--- src/rtl/rob_pkg.sv ---
// Encodings shared by the reorder buffer and its bench: instruction types,
// per-entry status and the default depth.
package rob_pkg;
  localparam int ROB_DEPTH = 16;

  localparam logic [1:0] BR   = 2'd0;
  localparam logic [1:0] ST   = 2'd1;
  localparam logic [1:0] JALR = 2'd2;
  localparam logic [1:0] RG   = 2'd3;

  // status      | meaning
  // STAT_FREE   | slot unused
  // STAT_ISSUED | allocated, waiting for its result
  // STAT_DONE   | result present, eligible to retire at head
  typedef enum logic [1:0] {
    STAT_FREE   = 2'd0,
    STAT_ISSUED = 2'd1,
    STAT_DONE   = 2'd2
  } rob_stat_e;
endpackage

--- src/rtl/rob_search_mux.sv ---
// Operand lookup for one search port: commit-register bypass first, then
// same-cycle writeback, then the stored result of a DONE entry.
module rob_search_mux #(
  parameter int DEPTH    = 16,
  parameter int IDX_W    = $clog2(DEPTH),
  parameter int NUM_WB   = 2,
  parameter int COMMIT_W = 2
) (
  input  logic [IDX_W-1:0]          search_id,
  input  logic [COMMIT_W-1:0]       commit_valid,
  input  logic [COMMIT_W*IDX_W-1:0] commit_rob_id,
  input  logic [COMMIT_W*32-1:0]    commit_val,
  input  logic [NUM_WB-1:0]         wb_valid,
  input  logic [NUM_WB*IDX_W-1:0]   wb_rob_id,
  input  logic [NUM_WB*32-1:0]      wb_value,
  input  logic [DEPTH-1:0]          entry_done,
  input  logic [DEPTH*32-1:0]       entry_val,
  output logic                      ready,
  output logic [31:0]               val
);
  always_comb begin
    ready = entry_done[search_id];
    val   = entry_done[search_id] ? entry_val[int'(search_id)*32 +: 32] : 32'h0;
    // Later loop iterations override earlier ones, so higher indices win.
    for (int p = 0; p < NUM_WB; p++) begin
      if (wb_valid[p] && wb_rob_id[p*IDX_W +: IDX_W] == search_id) begin
        ready = 1'b1;
        val   = wb_value[p*32 +: 32];
      end
    end
    for (int l = 0; l < COMMIT_W; l++) begin
      if (commit_valid[l] && commit_rob_id[l*IDX_W +: IDX_W] == search_id) begin
        ready = 1'b1;
        val   = commit_val[l*32 +: 32];
      end
    end
  end
endmodule

--- src/rtl/rob_multi.sv ---
// Reorder buffer with count-based full/empty, NUM_WB writeback ports, up to
// two retirements per cycle and a registered flush/redirect on mispredicts.
module rob_multi
  import rob_pkg::*;
#(
  parameter int DEPTH    = ROB_DEPTH,
  parameter int IDX_W    = $clog2(DEPTH),
  parameter int NUM_WB   = 2,
  parameter int COMMIT_W = 2
) (
  input  logic                      clk_in,
  input  logic                      rst_in,
  input  logic                      rdy_in,
  input  logic                      dec_ready,
  input  logic [1:0]                dec_type,
  input  logic [4:0]                dec_rd,
  input  logic [31:0]               dec_jaddr,
  output logic [IDX_W-1:0]          empty_rob_id,
  output logic                      rob_full,
  output logic [IDX_W:0]            rob_count,
  input  logic [NUM_WB-1:0]         wb_valid,
  input  logic [NUM_WB*IDX_W-1:0]   wb_rob_id,
  input  logic [NUM_WB*32-1:0]      wb_value,
  output logic                      store_enable,
  output logic [COMMIT_W-1:0]       commit_valid,
  output logic [COMMIT_W*IDX_W-1:0] commit_rob_id,
  output logic [COMMIT_W*5-1:0]     commit_reg_id,
  output logic [COMMIT_W*32-1:0]    commit_val,
  output logic                      melt,
  output logic                      flush,
  output logic [31:0]               redirect_pc,
  input  logic [IDX_W-1:0]          search_rob_id_1,
  input  logic [IDX_W-1:0]          search_rob_id_2,
  output logic                      search_ready_1,
  output logic                      search_ready_2,
  output logic [31:0]               search_val_1,
  output logic [31:0]               search_val_2
);
  typedef logic [IDX_W:0]   cnt_t;
  typedef logic [IDX_W-1:0] idx_t;

  rob_stat_e   stat_q  [DEPTH], stat_d  [DEPTH];
  logic [1:0]  type_q  [DEPTH], type_d  [DEPTH];
  logic [4:0]  rd_q    [DEPTH], rd_d    [DEPTH];
  logic [31:0] val_q   [DEPTH], val_d   [DEPTH];
  logic [31:0] jaddr_q [DEPTH], jaddr_d [DEPTH];
  idx_t        head_q, head_d, tail_q, tail_d;
  cnt_t        count_q, count_d;
  logic [COMMIT_W-1:0]       cvalid_q, cvalid_d;
  logic [COMMIT_W*IDX_W-1:0] crob_q, crob_d;
  logic [COMMIT_W*5-1:0]     creg_q, creg_d;
  logic [COMMIT_W*32-1:0]    cval_q, cval_d;
  logic        melt_q, melt_d, flush_q, flush_d;
  logic [31:0] redir_q, redir_d;

  idx_t head_p1;
  logic lane0, lane1, do_issue;
  logic [DEPTH-1:0]    entry_done;
  logic [DEPTH*32-1:0] entry_val;

  assign rob_full = (count_q == cnt_t'(DEPTH));
  assign head_p1  = head_q + idx_t'(1);
  assign do_issue = dec_ready && !rob_full;
  assign lane0    = (count_q != '0) && (stat_q[head_q] == STAT_DONE);
  // Lane 1 only pairs with a lane-0 retirement that cannot redirect the pipe.
  assign lane1    = (COMMIT_W == 2) && lane0 &&
                    (type_q[head_q] == RG || type_q[head_q] == ST) &&
                    (stat_q[head_p1] == STAT_DONE) && (head_p1 != tail_q) &&
                    (type_q[head_p1] == RG);

  always_comb begin
    stat_d   = stat_q;
    type_d   = type_q;
    rd_d     = rd_q;
    val_d    = val_q;
    jaddr_d  = jaddr_q;
    head_d   = head_q;
    tail_d   = tail_q;
    count_d  = count_q;
    cvalid_d = cvalid_q;
    crob_d   = crob_q;
    creg_d   = creg_q;
    cval_d   = cval_q;
    melt_d   = melt_q;
    flush_d  = flush_q;
    redir_d  = redir_q;
    if (rdy_in) begin
      if (flush_q) begin
        stat_d   = '{default: STAT_FREE};
        head_d   = '0;
        tail_d   = '0;
        count_d  = '0;
        cvalid_d = '0;
        melt_d   = 1'b0;
        flush_d  = 1'b0;
      end else begin
        cvalid_d = '0;
        melt_d   = 1'b0;
        flush_d  = 1'b0;
        for (int p = 0; p < NUM_WB; p++) begin
          if (wb_valid[p]) begin
            stat_d[wb_rob_id[p*IDX_W +: IDX_W]] = STAT_DONE;
            val_d[wb_rob_id[p*IDX_W +: IDX_W]]  = wb_value[p*32 +: 32];
          end
        end
        if (do_issue) begin
          stat_d[tail_q]  = STAT_ISSUED;
          type_d[tail_q]  = dec_type;
          rd_d[tail_q]    = dec_rd;
          jaddr_d[tail_q] = dec_jaddr;
          val_d[tail_q]   = 32'h0;
          tail_d          = tail_q + idx_t'(1);
        end
        if (lane0) begin
          stat_d[head_q]    = STAT_FREE;
          crob_d[IDX_W-1:0] = head_q;
          creg_d[4:0]       = rd_q[head_q];
          case (type_q[head_q])
            RG: begin
              cvalid_d[0]  = 1'b1;
              cval_d[31:0] = val_q[head_q];
            end
            JALR: begin
              cvalid_d[0]  = 1'b1;
              cval_d[31:0] = jaddr_q[head_q];
              melt_d       = 1'b1;
              redir_d      = val_q[head_q];
            end
            BR: begin
              if (val_q[head_q] != jaddr_q[head_q]) begin
                flush_d = 1'b1;
                redir_d = val_q[head_q];
              end
            end
            default: ;
          endcase
        end
        if (lane1) begin
          stat_d[head_p1]                         = STAT_FREE;
          cvalid_d[COMMIT_W-1]                    = 1'b1;
          crob_d[(COMMIT_W-1)*IDX_W +: IDX_W]     = head_p1;
          creg_d[(COMMIT_W-1)*5 +: 5]             = rd_q[head_p1];
          cval_d[(COMMIT_W-1)*32 +: 32]           = val_q[head_p1];
        end
        head_d  = head_q + idx_t'(lane0) + idx_t'(lane1);
        count_d = count_q + cnt_t'(do_issue) - cnt_t'(lane0) - cnt_t'(lane1);
      end
    end
  end

  always_ff @(posedge clk_in or negedge rst_in) begin
    if (!rst_in) begin
      stat_q   <= '{default: STAT_FREE};
      type_q   <= '{default: 2'd0};
      rd_q     <= '{default: 5'd0};
      val_q    <= '{default: 32'h0};
      jaddr_q  <= '{default: 32'h0};
      head_q   <= '0;
      tail_q   <= '0;
      count_q  <= '0;
      cvalid_q <= '0;
      crob_q   <= '0;
      creg_q   <= '0;
      cval_q   <= '0;
      melt_q   <= 1'b0;
      flush_q  <= 1'b0;
      redir_q  <= '0;
    end else begin
      stat_q   <= stat_d;
      type_q   <= type_d;
      rd_q     <= rd_d;
      val_q    <= val_d;
      jaddr_q  <= jaddr_d;
      head_q   <= head_d;
      tail_q   <= tail_d;
      count_q  <= count_d;
      cvalid_q <= cvalid_d;
      crob_q   <= crob_d;
      creg_q   <= creg_d;
      cval_q   <= cval_d;
      melt_q   <= melt_d;
      flush_q  <= flush_d;
      redir_q  <= redir_d;
    end
  end

  always_comb begin
    for (int i = 0; i < DEPTH; i++) begin
      entry_done[i]          = (stat_q[i] == STAT_DONE);
      entry_val[i*32 +: 32]  = val_q[i];
    end
  end

  assign empty_rob_id  = tail_q;
  assign rob_count     = count_q;
  assign store_enable  = (count_q != '0) && (type_q[head_q] == ST);
  assign commit_valid  = cvalid_q;
  assign commit_rob_id = crob_q;
  assign commit_reg_id = creg_q;
  assign commit_val    = cval_q;
  assign melt          = melt_q;
  assign flush         = flush_q;
  assign redirect_pc   = redir_q;

  rob_search_mux #(.DEPTH(DEPTH), .IDX_W(IDX_W), .NUM_WB(NUM_WB), .COMMIT_W(COMMIT_W)) u_search_1 (
    .search_id(search_rob_id_1), .commit_valid(cvalid_q), .commit_rob_id(crob_q),
    .commit_val(cval_q), .wb_valid(wb_valid), .wb_rob_id(wb_rob_id), .wb_value(wb_value),
    .entry_done(entry_done), .entry_val(entry_val), .ready(search_ready_1), .val(search_val_1)
  );

  rob_search_mux #(.DEPTH(DEPTH), .IDX_W(IDX_W), .NUM_WB(NUM_WB), .COMMIT_W(COMMIT_W)) u_search_2 (
    .search_id(search_rob_id_2), .commit_valid(cvalid_q), .commit_rob_id(crob_q),
    .commit_val(cval_q), .wb_valid(wb_valid), .wb_rob_id(wb_rob_id), .wb_value(wb_value),
    .entry_done(entry_done), .entry_val(entry_val), .ready(search_ready_2), .val(search_val_2)
  );
endmodule

--- config.mk ---
export PLATFORM = sky130hd
export DESIGN_NAME = rob_multi
export DESIGN_NICKNAME = d
export VERILOG_FILES = /design/src/rtl/rob_pkg.sv /design/src/rtl/rob_search_mux.sv /design/src/rtl/rob_multi.sv
export SDC_FILE = /design/constraint.sdc
export NUM_CORES = 2
export LEC_CHECK = 0
export ABC_AREA = 0
export CELL_PAD_IN_SITES_DETAIL_PLACEMENT = 0
export CELL_PAD_IN_SITES_GLOBAL_PLACEMENT = 2
export CORE_UTILIZATION = 39
export CTS_CLUSTER_SIZE = 24
export DETAILED_ROUTE_END_ITERATION = 8
export HOLD_SLACK_MARGIN = 0.15
export PLACE_DENSITY = 0.78
export SLEW_MARGIN = 20
export SYNTH_ARGS = -nofsm -noshare
export SYNTH_HDL_FRONTEND = slang
export SYNTH_SLANG_ARGS = --single-unit
--- constraint.sdc ---
create_clock -name clk_in -period 5.15 [get_ports clk_in]
set_input_delay 0.7725 -clock clk_in [delete_from_list [all_inputs] [get_ports clk_in]]
set_output_delay 0.7725 -clock clk_in [all_outputs]
set_load 0.005 [all_outputs]
==> key figures <==
Routing
  – Antenna viol nets, final: 0
  – Average wire per standard cell: 34.9 um
  – Initial drt markers: 7904
  – Drt total wl: 353 mm
  – Post-route DRC: 0
  – Via density: 6.60
  – DRT Pass-1 Iters: 7
  – Routed via count: ~67000

Hold path
  – Worst hold endpoint: commit_reg_id[7]$_DFFE_PN0P_
  – Hold Path Stages: 2
  – Path type of the worst min-delay path: flop to flop
  – Hold Path Origin: commit_reg_id[7]$_DFFE_PN0P_

Finish
  – Final core occ: 0.454
  – Most common cell after layout, fill and taps aside: dfrtp_1
  – Final net count: 7314
  – Most frequent cells in the layout: 1297 x dfrtp_1, 816 x mux4_2, 800 x nand2_1, 632 x mux2_2, 557 x o21ai_0
  – Synth-to-layout area growth: 15.7%
  – Share of layout cells above drive strength 1: 0.300

Clocking
  – Skew-Pair Late Insertion Delay: 0.86 ns
  – CTS Root Buffer Type: clkbuf_16
  – Clock-pin slew on the worst setup and hold paths: about 0.060 ns
  – Clk sink count: between 1000 and 1500
  – Max clock buf depth: 3
  – Num CTS Buffers: 156
  – CTS H-tree lvls: 4
  – CTS tree: done

Worst setup path
  – RR Startpoint: head_q[0]$_DFFE_PN0P_
  – Critical path data required time: 4.38 ns
  – CP Launch Type: flop
  – R2r setup slk: 0.40 ns
  – CP Max Fanout: 6
  – Master of the slowest instance on the critical path: clkdlybuf4s50_1
  – CP cell instances: nand2b_1 -> mux4_2 -> mux4_2 -> buf_6 -> buf_4 -> nor3b_1 -> a21oi_1 -> a211oi_1 -> a21oi_1 -> a21oi_1 -> clkdlybuf4s50_1
  – Crit path from: stat_q[0]$_DFFE_PN0P_
  – CP Capture Type: output pin
  – R2R depth: 13
  – CP max stage delay: ~0.54 ns
  – Worst r2r dst: redirect_pc[8]$_DFFE_PN0P_
  – Cell mode on critical path: a21oi_1
  – Crit Path Category: flop to output pin
  – Worst endpoint data arrival time: 4.28 ns

STA
  – Highest Clock Rate: 198 MHz
  – Relative slew slack: 0.134
  – Worst setup skew after layout: about 0.063 ns
  – Hold WS: 0.481 ns
  – RSZ-0062 raised after global routing: yes
  – Final hold violation count: 0
  – Final min period: 5.06 ns
  – Final Setup Violations: 0
  – Fin worst setup slack: 0.0945 ns
  – Worst Tran Pin Value: 1.30 ns
  – Final max-slew violation count: 0
  – Final Cycle Share: 0.982

Global route
  – Initial antenna violation count: 35
  – Global route overflow: 0
  – First-pass GRT wire length: around 500 mm
  – Tot GR Track Use: 0.329
  – Largest net degree at the start of global routing: approximately 150
  – Vias in the first global route: 65091

Run status
  – Outcome: complete, no violations

Synthesis
  – Xor and xnor area share after synthesis: 0.00803
  – Synth Area in Adders: 0.00301
  – Combinational family with the most area after synthesis: multiplexers
  – Post-synthesis mux area share: 0.359
  – Compound-Gate Fraction of Synth Area: 0.118
  – Synth Area in Simple Gates: 0.0759
  – #FFs+latches synth: ~1300
  – EDFF count, synth: 0
  – Register area share after synthesis: 0.395
  – Count of cell types in the netlist: 71
  – Mapped Avg Cell Area: about 11 um2
  – Synth Warn #: 0
  – Post-Synthesis Cell Area: 82400 um2
  – Syn nets: around 7400
  – Syn Inst Count: 7208
  – Predominant post-synthesis flop cell: dfrtp_1
  – Post-synth ARST share: 1.00

Floorplan
  – Num ports: 320
  – Die Ht: 462 um
  – Die extent in x: 462 um
  – Rows: between 150 and 200
  – Die area: 213000 um2
  – Area of the core: 210000 um2
  – Initial Util: 0.393

Placed design
  – Input/output buffers: 319
  – Setup Slack @ Placement: 0.326 ns
  – Dpl hpwl: ~220 mm
  – GPL Wtd Cong: 0.967

Pwr
  – PD cells: 563 nW/um2
  – Peak supply drop: 0.000670 V
  – Lkg Pwr: 38.9 nW

Job
  – Max_cap viols: 0
==> worst max path at each step <==
stage	to	slack [ns]	cells after the start
6_report	search_val_2[17]	0.09	11
4_1_cts	search_val_1[18]	0.04	10
2_1_floorplan	rob_count[4]$_DFFE_PN0P_	0.14	23
3_5_place_dp	redirect_pc[0]$_DFFE_PN0P_	0.33	14
3_3_place_gp	redirect_pc[0]$_DFFE_PN0P_	0.31	14
5_1_grt	search_val_2[8]	-0.003	10
==> cells by family (layout without fill, tap and decap cells) <==
kind of cell | count (synthesis) | in the layout
compound gates | 1631 | 1631
xor+xnor | 73 | 73
fa+ha+maj | 18 | 18
buf+inv | 852 | 935
flops | 1299 | 1299
mux | 1841 | 1841
other cells | 0 | 11
simple gates | 1494 | 1494
==> cells in the mapped netlist, types with 5 or more instances <==
| master | n | area share |
|---|---|---|
| dfrtp_1 | 1299 | 0.39 |
| mux4_2 | 816 | 0.22 |
| nand2_1 | 814 | 0.037 |
| mux2_2 | 632 | 0.086 |
| clkbuf_1 | 629 | 0.029 |
| o21ai_0 | 564 | 0.034 |
| a21oi_1 | 522 | 0.032 |
| nor2_1 | 436 | 0.020 |
| mux2i_1 | 363 | 0.044 |
| a22oi_1 | 273 | 0.025 |
| a22o_1 | 136 | 0.014 |
| buf_1 | 127 | 0.0058 |
| nor3b_1 | 66 | 0.0060 |
| a211oi_1 | 64 | 0.0058 |
| xor2_1 | 59 | 0.0063 |
| nand3_1 | 49 | 0.0030 |
| inv_1 | 42 | 0.0019 |
| nor3_1 | 34 | 0.0021 |
| mux2_4 | 30 | 0.0055 |
| nand2b_1 | 27 | 0.0020 |
| buf_2 | 26 | 0.0016 |
| buf_6 | 15 | 0.0020 |
| ha_1 | 15 | 0.0023 |
| nor4_1 | 15 | 0.0011 |
| o22ai_1 | 13 | 0.00099 |
| a31oi_1 | 12 | 0.00091 |
| xnor2_1 | 12 | 0.0013 |
| buf_4 | 8 | 0.00073 |
| nand4_1 | 8 | 0.00061 |
| nand4b_1 | 8 | 0.00085 |
| and3_1 | 7 | 0.00053 |
| nor2b_1 | 7 | 0.00053 |
| o21ai_1 | 6 | 0.00036 |
| a2bb2oi_1 | 5 | 0.00053 |
| nand3b_1 | 5 | 0.00046 |
==> worst max-delay path, delay by kind of cell, from the launching register on <==
family | cells | cell delay, ns
buffers and inverters | 3 | 0.91
DFF | 1 | 0.37
AOI/OAI and AO/OA | 4 | 0.65
muxes | 2 | 1.01
and+or+nand+nor | 2 | 0.44
==> through the flow <==
| stage | cell area, um2 | TNS (ns) | power [mW] | instances |
|---|---|---|---|---|
| 2_1_floorplan | 82400 | 0 | 33.4 | 7208 |
| 3_3_place_gp | 89700 | 0 | 40.9 | 9815 |
| 3_5_place_dp | 89700 | 0 | 41.7 | 9815 |
| 4_1_cts | 95200 | 0 | 53.4 | 10097 |
| 5_1_grt | 95300 | -0.00344 | 56.1 | 10102 |
| 6_report | 95300 | 0 | 53.6 | 10107 |
==> what timing repair did <==
| item | CTS | global route |
|---|---|---|
| gates resized for setup | 1 | 32 |
| setup buffers | 3 | 0 |
| hold buffers | 1 | 0 |
| hold endpoints to repair | 86 | 0 |
| endpoints found under the setup margin | 62 | 58 |
| pin swaps | 0 | 12 |
==> state kept, by name (all words and copies together), names as in the netlist <==
register       count
commit_reg_id     10
commit_rob_id      8
commit_val        64
commit_valid       2
empty_rob_id       4
entry_val        512
flush              1
head_q             4
jaddr_q          512
melt               1
rd_q              80
redirect_pc       32
rob_count          5
stat_q            32
type_q            32
==> layer usage <==
metal | GRT usage | vias to the layer above | part of all wire
li1 | - | 27052 | -
met1 | 0.420 | 34543 | 0.38
met2 | 0.493 | 4046 | 0.44
met3 | 0.101 | 1036 | 0.11
met4 | 0.191 | 38 | 0.069
met5 | 0.00520 | - | 0.0012
==> power by group <==
| part | leakage [nW] | switching (mW) | internal, mW |
|---|---|---|---|
| sequential | 17.1 | 4.54 | 14.4 |
| clock | 2.62 | 4.97 | 6.65 |
| combinational | 19.2 | 11.0 | 12.1 |
==> area by class of cell <==
cell class	count	area, um2
Tap cell	2805	3510
Timing Repair Buffer	613	6410
Clock inverter	66	896
Inverter	44	165
Sequential cell	1299	32500
Antenna cell	11	27.5
Fill cell	19200	114000
Multi-Input combinational cell	5057	47300
Clock buffer	212	4460
No activity file was read; power rests on OpenSTA's default activity.
